**config.mk**
```make
export PLATFORM = sky130hd
export DESIGN_NAME = hacd_mc_arb
export DESIGN_NICKNAME = d
export VERILOG_FILES = /design/src/rtl/hacd_pkg.sv /design/src/rtl/hacd_arb_pick.sv /design/src/rtl/hacd_mc_arb.sv
export SDC_FILE = /design/constraint.sdc
export NUM_CORES = 1
export LEC_CHECK = 0
export CORE_ASPECT_RATIO = 1.25
export CORE_MARGIN = 2
export CORE_UTILIZATION = 38
export CTS_CLUSTER_SIZE = 14
export DETAILED_ROUTE_END_ITERATION = 8
export PLACE_DENSITY = 0.77
export SETUP_SLACK_MARGIN = 0.2
export SLEW_MARGIN = 20
export SYNTH_ARGS = -nofsm -noshare
export SYNTH_HDL_FRONTEND = slang
export SYNTH_SLANG_ARGS = --single-unit
```
**constraint.sdc**
```tcl
create_clock -name clk_i -period 1.89 [get_ports clk_i]
set_input_delay 0.2835 -clock clk_i [delete_from_list [all_inputs] [get_ports clk_i]]
set_output_delay 0.2835 -clock clk_i [all_outputs]
set_load 0.02 [all_outputs]
```
**src/rtl/hacd_pkg.sv**
```systemverilog
// Shared types and constants for the HACD memory-controller arbiter.
package hacd_pkg;

  // Default widths of the MC request channel.
  localparam int HACD_ADDR_W = 64;
  localparam int HACD_LEN_W  = 8;

  // Requester ids as they appear on m_src_o and in rr_last.
  localparam logic SRC_CPU = 1'b0;
  localparam logic SRC_ENG = 1'b1;

  // Arbiter sequencing: one transaction in flight at a time.
  typedef enum logic [1:0] {
    IDLE  = 2'd0,
    ISSUE = 2'd1,
    WAIT  = 2'd2
  } arb_state_e;

  // One MC request at the default channel widths.
  typedef struct packed {
    logic [HACD_ADDR_W-1:0] addr;
    logic [HACD_LEN_W-1:0]  len;
    logic                   write;
    logic                   src;
  } mc_req_t;

endpackage

```
**src/rtl/hacd_arb_pick.sv**
```systemverilog
// Combinational winner select between the CPU (0) and engine (1) requesters.
// At most one grant is ever high; no grant without a matching valid.
module hacd_arb_pick
  import hacd_pkg::*;
(
  input  logic valid0,
  input  logic valid1,
  input  logic prio_mode,
  input  logic rr_last,
  input  logic age_sat,
  output logic grant0,
  output logic grant1
);

  logic eng_wins;

  // Contention is resolved by round-robin or by CPU priority with an aging override.
  always_comb begin
    eng_wins = 1'b0;
    if (valid0 && valid1) begin
      if (prio_mode) begin
        eng_wins = age_sat;
      end else begin
        eng_wins = (rr_last == SRC_CPU);
      end
    end else begin
      eng_wins = valid1;
    end
  end

  assign grant1 = eng_wins;
  assign grant0 = valid0 & ~eng_wins;

endmodule

```
**src/rtl/hacd_mc_arb.sv**
```systemverilog
// Shares the single MC request channel between CPU pass-through (req 0) and
// the HACD compression engine (req 1), one transaction at a time.
//
// Handshakes: a requester transfer happens on a rising clock edge where
// rN_valid_i && rN_ready_o; the MC transfer happens on a rising edge where
// m_valid_o && m_ready_i. Requesters hold valid and payload until ready;
// m_valid_o and its payload are held stable until m_ready_i. rN_ready_o is
// only ever high in IDLE, for the single arbitration winner.
module hacd_mc_arb
  import hacd_pkg::*;
#(
  parameter int ADDR_W    = HACD_ADDR_W,
  parameter int LEN_W     = HACD_LEN_W,
  parameter int AGE_LIMIT = 16,
  parameter int TMO_LIMIT = 1024
) (
  input  logic              clk_i,
  input  logic              rst_ni,
  input  logic              prio_mode_i,
  input  logic              r0_valid_i,
  output logic              r0_ready_o,
  input  logic [ADDR_W-1:0] r0_addr_i,
  input  logic [LEN_W-1:0]  r0_len_i,
  input  logic              r0_write_i,
  input  logic              r1_valid_i,
  output logic              r1_ready_o,
  input  logic [ADDR_W-1:0] r1_addr_i,
  input  logic [LEN_W-1:0]  r1_len_i,
  input  logic              r1_write_i,
  output logic              m_valid_o,
  input  logic              m_ready_i,
  output logic [ADDR_W-1:0] m_addr_o,
  output logic [LEN_W-1:0]  m_len_o,
  output logic              m_write_o,
  output logic              m_src_o,
  input  logic              m_done_i,
  output logic              busy_o,
  output logic              tmo_o,
  output arb_state_e        state_o
);

  localparam int AGE_W = 8;
  localparam int TMO_W = 16;

  // Held copy of the granted request, driven onto the MC channel.
  typedef struct packed {
    logic [ADDR_W-1:0] addr;
    logic [LEN_W-1:0]  len;
    logic              write;
    logic              src;
  } hold_t;

  arb_state_e       state;
  hold_t            hold;
  logic             m_valid_q;
  logic             busy_q;
  logic             tmo_q;
  logic             rr_last;
  logic [AGE_W-1:0] age_cnt;
  logic [TMO_W-1:0] tmo_cnt;
  logic             age_sat;
  logic             pick0;
  logic             pick1;
  logic             in_idle;

  assign age_sat = (age_cnt == AGE_W'(AGE_LIMIT));
  assign in_idle = (state == IDLE);

  hacd_arb_pick u_pick (
    .valid0    (r0_valid_i),
    .valid1    (r1_valid_i),
    .prio_mode (prio_mode_i),
    .rr_last   (rr_last),
    .age_sat   (age_sat),
    .grant0    (pick0),
    .grant1    (pick1)
  );

  // Requests are consumed at grant; rst_ni gating keeps ready low during reset.
  assign r0_ready_o = in_idle & pick0 & rst_ni;
  assign r1_ready_o = in_idle & pick1 & rst_ni;

  assign m_valid_o = m_valid_q;
  assign m_addr_o  = hold.addr;
  assign m_len_o   = hold.len;
  assign m_write_o = hold.write;
  assign m_src_o   = hold.src;
  assign busy_o    = busy_q;
  assign tmo_o     = tmo_q;
  assign state_o   = state;

  // Transaction sequencer: grant in IDLE, present in ISSUE, await completion in WAIT.
  always_ff @(posedge clk_i or negedge rst_ni) begin
    if (!rst_ni) begin
      state     <= IDLE;
      hold      <= '0;
      m_valid_q <= 1'b0;
      busy_q    <= 1'b0;
      tmo_q     <= 1'b0;
      rr_last   <= SRC_ENG;
      tmo_cnt   <= '0;
    end else begin
      tmo_q <= 1'b0;
      case (state)
        IDLE: begin
          if (pick0 || pick1) begin
            if (pick1) begin
              hold <= '{addr: r1_addr_i, len: r1_len_i, write: r1_write_i, src: SRC_ENG};
              rr_last <= SRC_ENG;
            end else begin
              hold <= '{addr: r0_addr_i, len: r0_len_i, write: r0_write_i, src: SRC_CPU};
              rr_last <= SRC_CPU;
            end
            m_valid_q <= 1'b1;
            busy_q    <= 1'b1;
            state     <= ISSUE;
          end
        end
        ISSUE: begin
          if (m_ready_i) begin
            m_valid_q <= 1'b0;
            tmo_cnt   <= '0;
            state     <= WAIT;
          end
        end
        WAIT: begin
          if (m_done_i) begin
            busy_q <= 1'b0;
            state  <= IDLE;
          end else if (tmo_cnt == TMO_W'(TMO_LIMIT - 1)) begin
            tmo_q  <= 1'b1;
            busy_q <= 1'b0;
            state  <= IDLE;
          end else begin
            tmo_cnt <= tmo_cnt + 1'b1;
          end
        end
        default: begin
          m_valid_q <= 1'b0;
          busy_q    <= 1'b0;
          state     <= IDLE;
        end
      endcase
    end
  end

  // Engine wait age: counts every cycle the engine waits ungranted, saturating;
  // only consulted by the picker in CPU-priority mode.
  always_ff @(posedge clk_i or negedge rst_ni) begin
    if (!rst_ni) begin
      age_cnt <= '0;
    end else if (!r1_valid_i || r1_ready_o) begin
      age_cnt <= '0;
    end else if (!age_sat) begin
      age_cnt <= age_cnt + 1'b1;
    end
  end

endmodule

```
# Word-level counts from Yosys, hierarchy flattened

Cells that the tools add are included.

Bits in registers: 104
Input port bits: 153
Output and inout port bits: 81
Word-level logic and storage cells: 67

Add/sub/neg operators: 2
Equal/unequal tests: 10
Multiplexer cells: 24
Bitwise logic cells: 9
Reductions and logical operators: 11

Operator list:

| operator                                                                 | count |
|---|---|
| 74-bit two-way mux                                                       | 1 |
| 16-bit two-way mux                                                       | 3 |
| 16-bit case mux with 2 select lines                                      | 1 |
| 16-bit by 1-bit adder with 16-bit output (second input constant)         | 1 |
| 16-bit by 10-bit == test with 1-bit output (second input constant)       | 1 |
| 8-bit two-way mux                                                        | 2 |
| 1-bit two-way mux                                                        | 10 |
| 3-bit AND reduction                                                      | 3 |
| 8-bit by 1-bit adder with 8-bit output (second input constant)           | 1 |
| 8-bit by 5-bit == test with 1-bit output (second input constant)         | 1 |
| 2-bit two-way mux                                                        | 4 |
| 2-bit inequality test (second input constant)                            | 4 |
| 1-bit case mux with 3 select lines                                       | 2 |
| 2-bit case mux with 3 select lines                                       | 1 |
| 1-bit AND                                                                | 5 |
| 1-bit inverter                                                           | 4 |
| 4-bit AND reduction                                                      | 1 |
| 3-bit inequality test (second input constant)                            | 1 |
| 2-bit by 1-bit == test with 1-bit output (second input constant)         | 1 |
| 2-bit == test (second input constant)                                    | 1 |
| 2-bit logical NOT                                                        | 1 |
| 1-bit logical OR                                                         | 2 |
| 2-bit by 1-bit inequality test with 1-bit output (second input constant) | 1 |
| 2-bit AND reduction                                                      | 1 |
| other kinds (3)                                                          | 3 |

# Longest topological paths before layout

Gate-level depths: netlist of run 1.

Depth in word-level cells: 8
Gate-level depth with buffers: 9
Gate-level depth less buffers: 6

# Modules after synthesis

A second synthesis of run 1 with hierarchy kept.

Cells, all modules: 497
Area, all modules: 5046.1 sq um

Modules (own cells, without submodules):

| module        | instances | cells an instance | area each (sq um) | seq. area each (sq um) |
|---|---|---|---|---|
| hacd_mc_arb   | 1         | 492               | 5016.1            | 2603.7 |
| hacd_arb_pick | 1         | 5                 | 30.0              | 0.0 |

# Least setup slack after synthesis of run 1

Ideal clock, no wire load.

Kind: reg2out
Start point: register age_cnt[0]
End point: output r1_ready_o
Arrival: 1777 ps
Data required time: 1607 ps
Path slack: -171 ps
Cell stages (with the launch flop): 9
Path buffers: 2
Path through: dfrtp_1 -> inv_1 -> ha_1 -> or4bb_1 -> o21ai_1 -> and2_1 -> buf_4 -> buf_6 -> and3_1

Cells in the longest elaborated chain, start to end: 5

RTL lines:

| element                                  | RTL line            | RTL |
|---|---|---|
| from (decl)                              | hacd_mc_arb.sv:59   | `logic [AGE_W-1:0] age_cnt;` |
| from (signal assigned)                   | hacd_mc_arb.sv:155  | `age_cnt <= age_cnt + 1'b1;` |
| 8-bit by 5-bit == test with 1-bit output | hacd_mc_arb.sv:66   | `assign age_sat = (age_cnt == AGE_W'(AGE_LIMIT));` |
| 1-bit two-way mux                        | hacd_arb_pick.sv:21 | `if (prio_mode) begin` |
| 1-bit two-way mux                        | hacd_arb_pick.sv:20 | `if (valid0 && valid1) begin` |
| 1-bit AND (2 in a row)                   | hacd_mc_arb.sv:81   | `assign r1_ready_o = in_idle & pick1 & rst_ni;` |
| to (decl)                                | hacd_mc_arb.sv:26   | `output logic r1_ready_o,` |

No other way between the ends.

# Worst setup path after layout of run 1

Start point: register age_cnt[0]
End point: register hold (netlist bit m_addr_o[39])

Cells in the longest elaborated chain, start to end: 7
Elaborated cells on any way between the ends: 8
Those cells by class: 1 x eq/ne; 3 x mux; 2 x bitwise; 2 x reduce/logical

RTL lines:

| element                                    | RTL line            | RTL |
|---|---|---|
| 8-bit by 5-bit == test with 1-bit output * | hacd_mc_arb.sv:66   |  |
| 1-bit two-way mux *                        | hacd_arb_pick.sv:21 |  |
| 1-bit two-way mux *                        | hacd_arb_pick.sv:20 |  |
| 1-bit inverter                             | hacd_arb_pick.sv:32 | `assign grant0 = valid0 & ~eng_wins;` |
| 1-bit AND                                  | hacd_arb_pick.sv:32 |  |
| 1-bit logical OR                           | hacd_mc_arb.sv:106  | `if (pick0 \|\| pick1) begin` |
| 2-bit AND reduction (no source line)       | --                  |  |
| to (signal assigned)                       | hacd_mc_arb.sv:108  | `hold <= '{addr: r1_addr_i, len: r1_len_i, write: r1_write_i, src: SRC_ENG};` |
| to (signal assigned)                       | hacd_mc_arb.sv:111  | `hold <= '{addr: r0_addr_i, len: r0_len_i, write: r0_write_i, src: SRC_CPU};` |
| to (decl)                                  | hacd_mc_arb.sv:54   | `hold_t hold;` |

Mark *: on every way between the ends. The rest lies on a longest branch, timed or not.
A chain may end at the register's enable or synchronous reset.

==> summary.md, run 1 <==
| Metric | Value |
|---|---|
| Core box area | `between 10000 and 15000 µm²` |
| Startpoint Class | `flip-flop` |
| GP Congestion | `0.869` |
| Final WS setup | `-0.448 ns` |
| Number of global-route vias before repair | `5994` |
| Crit path largest cell delay | `around 0.46 ns` |
| Ys Warns | `0` |
| CTS Buf Count | `9` |
| Post-synth EDFFs | `0` |
| Chip width | `109 µm` |
| Clk root buf | `clkbuf_16` |
| Reg2reg setup slack | `-0.45 ns` |
| Cell Area, Synth | `5280 µm²` |
| Commonest non-fill, non-tap cells in the layout | `clkdlybuf4s50_1, nand2_1, dfrtp_1, nand4_1, o211ai_1` |
| Area delta synth->final | `76.7%` |
| Worst Skew | `0.00761 ns` |
| Top cell by count, worst path | `buf_6` |
| Critical Path RT | `2.14 ns` |
| Detailed-route DRC error count | `0` |
| Total length of routed wires | `21.4 mm` |
| GRT overflow | `0` |
| FF/Latch Area | `2610 µm²` |
| Hold Buf Count CTS | `0` |
| DIE HEIGHT | `136 µm` |
| Max-cap viol count | `0` |
| Status | `complete, but fails checks` |
| Lkg Pwr | `a little under 4 nW` |
| DR pass1 iterations | `5` |
| Final Non-Filler Cells | `between 1k and 1.5k` |
| Final Critical Period | `2.34 ns` |
| Post-Syn Area per Cell | `9.07 µm²` |
| CTS sink count | `between 100 and 150` |
| Final-report max-slew violation count | `0` |
| RSZ-0062 raised after global routing | `yes` |
| Cell Rows | `48` |
| Synth Register Bits | `roughly 100` |
| Synth area leader | `dfrtp_1` |
| Seq/Total Area, Yosys | `0.493` |
| Worst Hold Class | `in2async` |
| Initial antenna violation count | `0` |
| All-layer global routing usage | `0.266` |
| Data arrival, critical path | `2.59 ns` |
| DP HPWL | `13.1 mm` |
| Post-route ant nets | `0` |
| Setup violators final | `85` |
| I/O pin cnt | `about 230` |
| Vias | `6047` |
| Worst setup path startpoint | `age_cnt[0]$_DFFE_PN0P_` |
| Pwr/cell area | `1330 nW/µm²` |
| Total placed cells including tap cells | `983` |
| Fill cells | `between 1k and 1.5k` |
| Initial core utilization | `0.385` |
| WS Path Type | `reg2reg` |
| CP Max Fanout | `5` |
| Slew headroom | `0.434` |
| CTS tree | `built` |
| Fin. Hold Viols | `0` |
| Ys flop type | `dfrtp_1` |
| R2R Path Start | `age_cnt[0]$_DFFE_PN0P_` |
| Crit-path cells | `inv_1 -> ha_2 -> or4bb_4 -> o21ai_4 -> buf_6 -> buf_6 -> buf_6 -> buf_8 -> buf_6 -> buf_12 -> buf_16 -> nand4_1 -> o211ai_1` |
| Largest net degree at the start of global routing | `64` |
| Failing checks | `negative setup slack` |
| Drt first-iter violations | `365` |
| Vias/cell | `5.72` |
| Top-area cell type share of the netlist area | `0.488` |
| Worst reg2reg path depth | `13` |
| # H-tree levels | `3` |
| Netlist cell types | `46` |
| Mapped Cells | `582` |
| Number of inserted diodes | `0` |
| Slew @ Worst Pin | `between 0.8 and 0.9 ns` |
| Asr flop ratio synth | `1.00` |
| Multi-input logic area | `2600 µm²` |
| Final Power | `12.4 mW` |
| Period utilisation layout | `1.24` |
| VDD IR-drop max | `roughly 0.00094 V` |
| Synth Net Count | `between 700 and 800` |
| Port Buffers | `approximately 230` |
| Worst setup EP type | `flip-flop` |
| Worst Setup EP | `m_addr_o[39]$_DFFE_PN0P_` |
| CTS Buffer Depth | `2` |
| Dominant cells by area after synthesis | `dfrtp_1, nand2_1, o211ai_1` |
| Die ar. | `~15000 µm²` |
| Clk_lat worst skew | `0.35 ns` |
| Critical path's slowest cell | `or4bb_4` |
| Nets | `between 1k and 1.5k` |
| Layout cell share with drive strength beyond 1 | `0.188` |
| R2r endpoint | `m_addr_o[39]$_DFFE_PN0P_` |
| Clk slew on worst S/H paths | `0.07 ns` |
| First-pass GRT wire length | `30.5 mm` |
| Commonest non-fill, non-tap cell in the layout | `clkdlybuf4s50_1` |
| Routed len/inst | `20.2 µm` |
| Max Freq | `428 MHz` |
power by group:
group	internal (mW)	switching (mW)	total, mW
Clock	1.03	0.856	1.89
Sequential	3.09	0.509	3.60
Combinational	3.33	3.61	6.94
Total	7.46	4.97	12.4
area by class of cell:
class	count	share of cell area
Clock buffer	11	0.0250
Clock inverter	5	0.00604
Inverter	6	0.00241
Multi-Input combinational cell	420	0.279
Sequential cell	104	0.279
Tap cell	175	0.0235
Timing Repair Buffer	336	0.384
critical path: cells and delay by family (launching register included):
kind	cells	cell delay, ns
buf+inv	8	0.79
simple gates	2	0.59
flops	1	0.38
compound gates	2	0.32
fa+ha+maj	1	0.16
synth_stat cells (5+ instances only):
cell	instances
a21oi_1	7
and3_1	6
buf_2	7
buf_4	8
clkbuf_1	34
dfrtp_1	103
inv_1	6
mux2i_1	7
nand2_1	161
nand3_1	10
nand4_1	78
nor2_1	14
o211ai_1	73
o31ai_1	5
or4_1	5
stage by stage:
stage          utilization  area [µm²]  setup WS [ns]  TNS (ns)  hold WS, ns
2_1_floorplan            -        5310         -0.107    -0.146      -0.0121
3_3_place_gp         0.585        8010         -0.816    -41.84        0.432
3_5_place_dp         0.585        8010         -0.826    -44.87        0.441
4_1_cts              0.648        8870         -0.404    -26.60       0.0670
5_1_grt              0.681        9330         -0.524    -37.52       0.0904
6_report             0.681        9330         -0.448    -30.17       0.0521
metal layers:
metal | vias to the layer above | wire, µm | share of wire | global-route usage
li1 | 2722 | - | - | -
met1 | 2978 | 7950 | 0.37 | 0.314
met2 | 282 | 11100 | 0.52 | 0.452
met3 | 65 | 1410 | 0.066 | 0.0645
met4 | 0 | 886 | 0.041 | 0.120
met5 | - | 0 | 0 | 0
timing repair:
item	4_1_cts	5_1_grt
resized for setup	49	50
pin swaps	54	66
endpoints found under the setup margin	99	103
setup buffers	20	25
hold endpoints to repair	0	0
gates cloned	10	3
cells by family after synthesis:
kind of cell    count (synthesis)  synth area share
flops                         104             0.493
fa+ha+maj                       3           0.00711
buf+inv                        59            0.0550
xor+xnor                        6           0.00996
mux                             7            0.0133
compound gates                105             0.145
simple gates                  298             0.276
sequential cells by signal, summed over array words and instances, names as in the netlist, 2 cells and up:
name,flops
age_cnt,8
m_addr_o,64
tmo_cnt,16
state_o,2
m_len_o,8
worst min path at each step:
| stage | to | slack, ns | cells past startpoint |
|---|---|---|---|
| after floorplan | age_cnt[0]$_DFFE_PN0P_ | -0.01 | 0 |
| after global placement | age_cnt[7]$_DFFE_PN0P_ | 0.43 | 2 |
| after detailed placement | age_cnt[6]$_DFFE_PN0P_ | 0.44 | 2 |
| after CTS | m_addr_o[0]$_DFFE_PN0P_ | 0.07 | 2 |
| after global routing | m_addr_o[2]$_DFFE_PN0P_ | 0.09 | 2 |
| final | age_cnt[6]$_DFFE_PN0P_ | 0.05 | 2 |
(Power assumes the default switching activity.)
==> inputs of run 2 (changes only) <==
- CAP_MARGIN: unset -> 20
==> results of run 2 <==
The final DEF is identical to that of run 1; final timing and power are the same.
==> inputs of run 3 (changes only) <==
==> constraint.sdc (replaced) <==
create_clock -name clk_i -period 1.89 [get_ports clk_i]
set_input_delay 0.567 -clock clk_i [delete_from_list [all_inputs] [get_ports clk_i]]
set_output_delay 0.567 -clock clk_i [all_outputs]
set_load 0.02 [all_outputs]
==> summary.md, run 3 (synthesis results as in run 1) <==
| Metric | Value |
|---|---|
| Chip width | `109 µm (unchanged)` |
| Routed len/inst | `18.2 µm (-10%)` |
| Final Non-Filler Cells | `1003 (-5.1%)` |
| VDD IR-drop max | `0.000752 V (-20%)` |
| Number of global-route vias before repair | `5782 (-3.5%)` |
| Number of inserted diodes | `0 (unchanged)` |
| Switching portion of total power | `0.423 (+0.0224)` |
| Startpoint Class | `flip-flop` |
| WS Path Type | `reg2out` |
| Logic pwr share | `0.519 (-0.039)` |
| GP Congestion | `0.883 (+1.6%)` |
| Area delta synth->final | `58.4%` |
| Total placed cells including tap cells | `987 (+0.41%)` |
| FF/Latch Area | `2610 µm² (unchanged)` |
| Cell Rows | `48 (unchanged)` |
| Final Power | `11.0 mW (-11%)` |
| Multi-input logic area | `2560 µm² (-1.5%)` |
| Cell-internal power | `6.35 mW (-15%)` |
| Post-CTS Setup Bufs | `0 (-100%)` |
| All-layer global routing usage | `0.242 (-0.0241)` |
| Commonest non-fill, non-tap cell in the layout | `nand2_1` |
| Total length of routed wires | `18.2 mm (-15%)` |
| Power share of the clock group | `0.157 (+0.005)` |
| Clk slew on worst S/H paths | `0.07 ns (about the same)` |
| CTS Buf Count | `9 (unchanged)` |
| Vias | `5707 (-5.6%)` |
| Detailed-route DRC error count | `0 (unchanged)` |
| Worst Hold Class | `in2async` |
| Data arrival, critical path | `2.06 ns (-0.53 ns)` |
| Initial core utilization | `0.385 (unchanged)` |
| Final-report max-slew violation count | `0 (unchanged)` |
| CTS tree | `built` |
| Fill cells | `1195 (+11%)` |
| DR pass1 iterations | `5 (unchanged)` |
| RSZ-0062 raised after global routing | `yes` |
| Port Buffers | `233 (unchanged)` |
| Sequential Power Share | `0.324 (+0.034)` |
| Critical Path RT | `1.32 ns (-0.82 ns)` |
| GRT overflow | `0 (unchanged)` |
| Drt first-iter violations | `300 (-18%)` |
| CTS Buffer Depth | `2 (unchanged)` |
| Hold WS | `0.143 ns (+0.0907 ns)` |
| Final WS setup | `-0.741 ns (-0.293 ns)` |
| Clk_lat worst skew | `0.34 ns (about the same)` |
| I/O pin cnt | `234 (unchanged)` |
| First-pass GRT wire length | `28.2 mm (-7.8%)` |
| Core box area | `13700 µm² (unchanged)` |
| Layout cell share with drive strength beyond 1 | `0.129 (-0.0590)` |
| Post-route ant nets | `0 (unchanged)` |
| DP HPWL | `13.2 mm (+0.57%)` |
| Clk root buf | `clkbuf_16` |
| Setup violators final | `85 (unchanged)` |
| Failing checks | `negative setup slack` |
| Final Critical Period | `2.63 ns (+0.293 ns)` |
| DIE HEIGHT | `136 µm (unchanged)` |
| Max-cap viol count | `0 (unchanged)` |
| Nets | `979 (-5.2%)` |
| Largest net degree at the start of global routing | `75 (+17%)` |
| Max Freq | `380 MHz (-11%)` |
| Worst reg2reg path depth | `7 (-6)` |
| # H-tree levels | `3 (unchanged)` |
| Period utilisation layout | `1.39 (+0.155)` |
| Slew headroom | `0.441 (+0.00726)` |
| Pwr/cell area | `1320 nW/µm² (-1.2%)` |
| Status | `complete, but fails checks` |
| CTS sink count | `104 (unchanged)` |
| Die ar. | `14900 µm² (unchanged)` |
| Worst setup EP type | `primary output` |
| CP Max Fanout | `3 (-2)` |
| Fin. Hold Viols | `0 (unchanged)` |
| P_sw | `4.65 mW (-6.5%)` |
| Vias/cell | `5.69 (-0.54%)` |
| Largest register FFs | `64 (unchanged)` |
| Lkg Pwr | `3.61 nW (-6.2%)` |
| Commonest non-fill, non-tap cells in the layout | `nand2_1, clkdlybuf4s50_1, dfrtp_1, nand4_1, dlygate4sd2_1` |
| Worst Skew | `0.0104 ns (+0.00277 ns)` |
| Slew @ Worst Pin | `0.838 ns (-0.0109 ns)` |
| Initial antenna violation count | `0 (unchanged)` |
| Hold Buf Count CTS | `0 (unchanged)` |
run 3: metal layers:
layer,GRT usage,share of wire
met1,0.283,0.37
met2,0.412,0.52
met3,0.0630,0.072
met4,0.107,0.039
met5,0,0
run 3: what timing repair did:
item / in CTS / in global routing
endpoints found under the setup margin: 177 / 105
pin swaps: 15 / 27
gates resized for setup: 108 / 31
hold endpoints to repair: 0 / 0
run 3: worst max-delay path: stages (launching register included):
cell and delay, ns:
dfrtp_1 0.38, inv_1 0.06, ha_2 0.17, or4bb_4 0.47, o21ai_4 0.17, and2_4 0.18
and3_4 0.17, buf_6 0.12
run 3: final cells by class:
class,count,share of cell area
Timing Repair Buffer,283,0.320
Sequential cell,104,0.312
Tap cell,175,0.0262
Inverter,6,0.00269
Clock buffer,13,0.0299
Clock inverter,3,0.00210
Multi-Input combinational cell,419,0.307
run 3: worst paths after layout:
kind / endpoint / slack, ns / from
worst max-delay path: r1_ready_o / -0.74 / age_cnt[1]$_DFFE_PN0P_
worst min-delay path: age_cnt[3]$_DFFE_PN0P_ / 0.14 / rst_ni
worst max register to register: age_cnt[4]$_DFFE_PN0P_ / -0.59 / age_cnt[1]$_DFFE_PN0P_
worst min register to register: m_len_o[3]$_DFFE_PN0P_ / 0.49 / m_len_o[3]$_DFFE_PN0P_
max in group asynchronous: tmo_cnt[6]$_DFFE_PN0P_ / 0.92 / rst_ni
min in group clk_i: m_len_o[3]$_DFFE_PN0P_ / 0.49 / m_len_o[3]$_DFFE_PN0P_
run 3: per-stage QoR:
step	TNS, ns	setup slack (ns)	utilization	instance area, µm²
floorplan	-0.801	-0.434	-	5310
global placement	-79.61	-1.38	0.586	8030
detailed placement	-82.57	-1.40	0.586	8030
CTS	-42.18	-0.785	0.602	8240
global route	-49.34	-0.806	0.610	8360
finish	-39.52	-0.741	0.610	8360
run 3: power by group through the flow:
| stage | combinational (mW) | sequential, mW | clock (mW) |
|---|---|---|---|
| after floorplan | 2.13 | 4.58 | 0 |
| after global placement | 6.08 | 3.58 | 0 |
| after detailed placement | 6.24 | 3.62 | 0 |
| after CTS | 5.73 | 3.56 | 1.78 |
| after global routing | 6.20 | 3.67 | 1.87 |
| final | 5.71 | 3.56 | 1.73 |
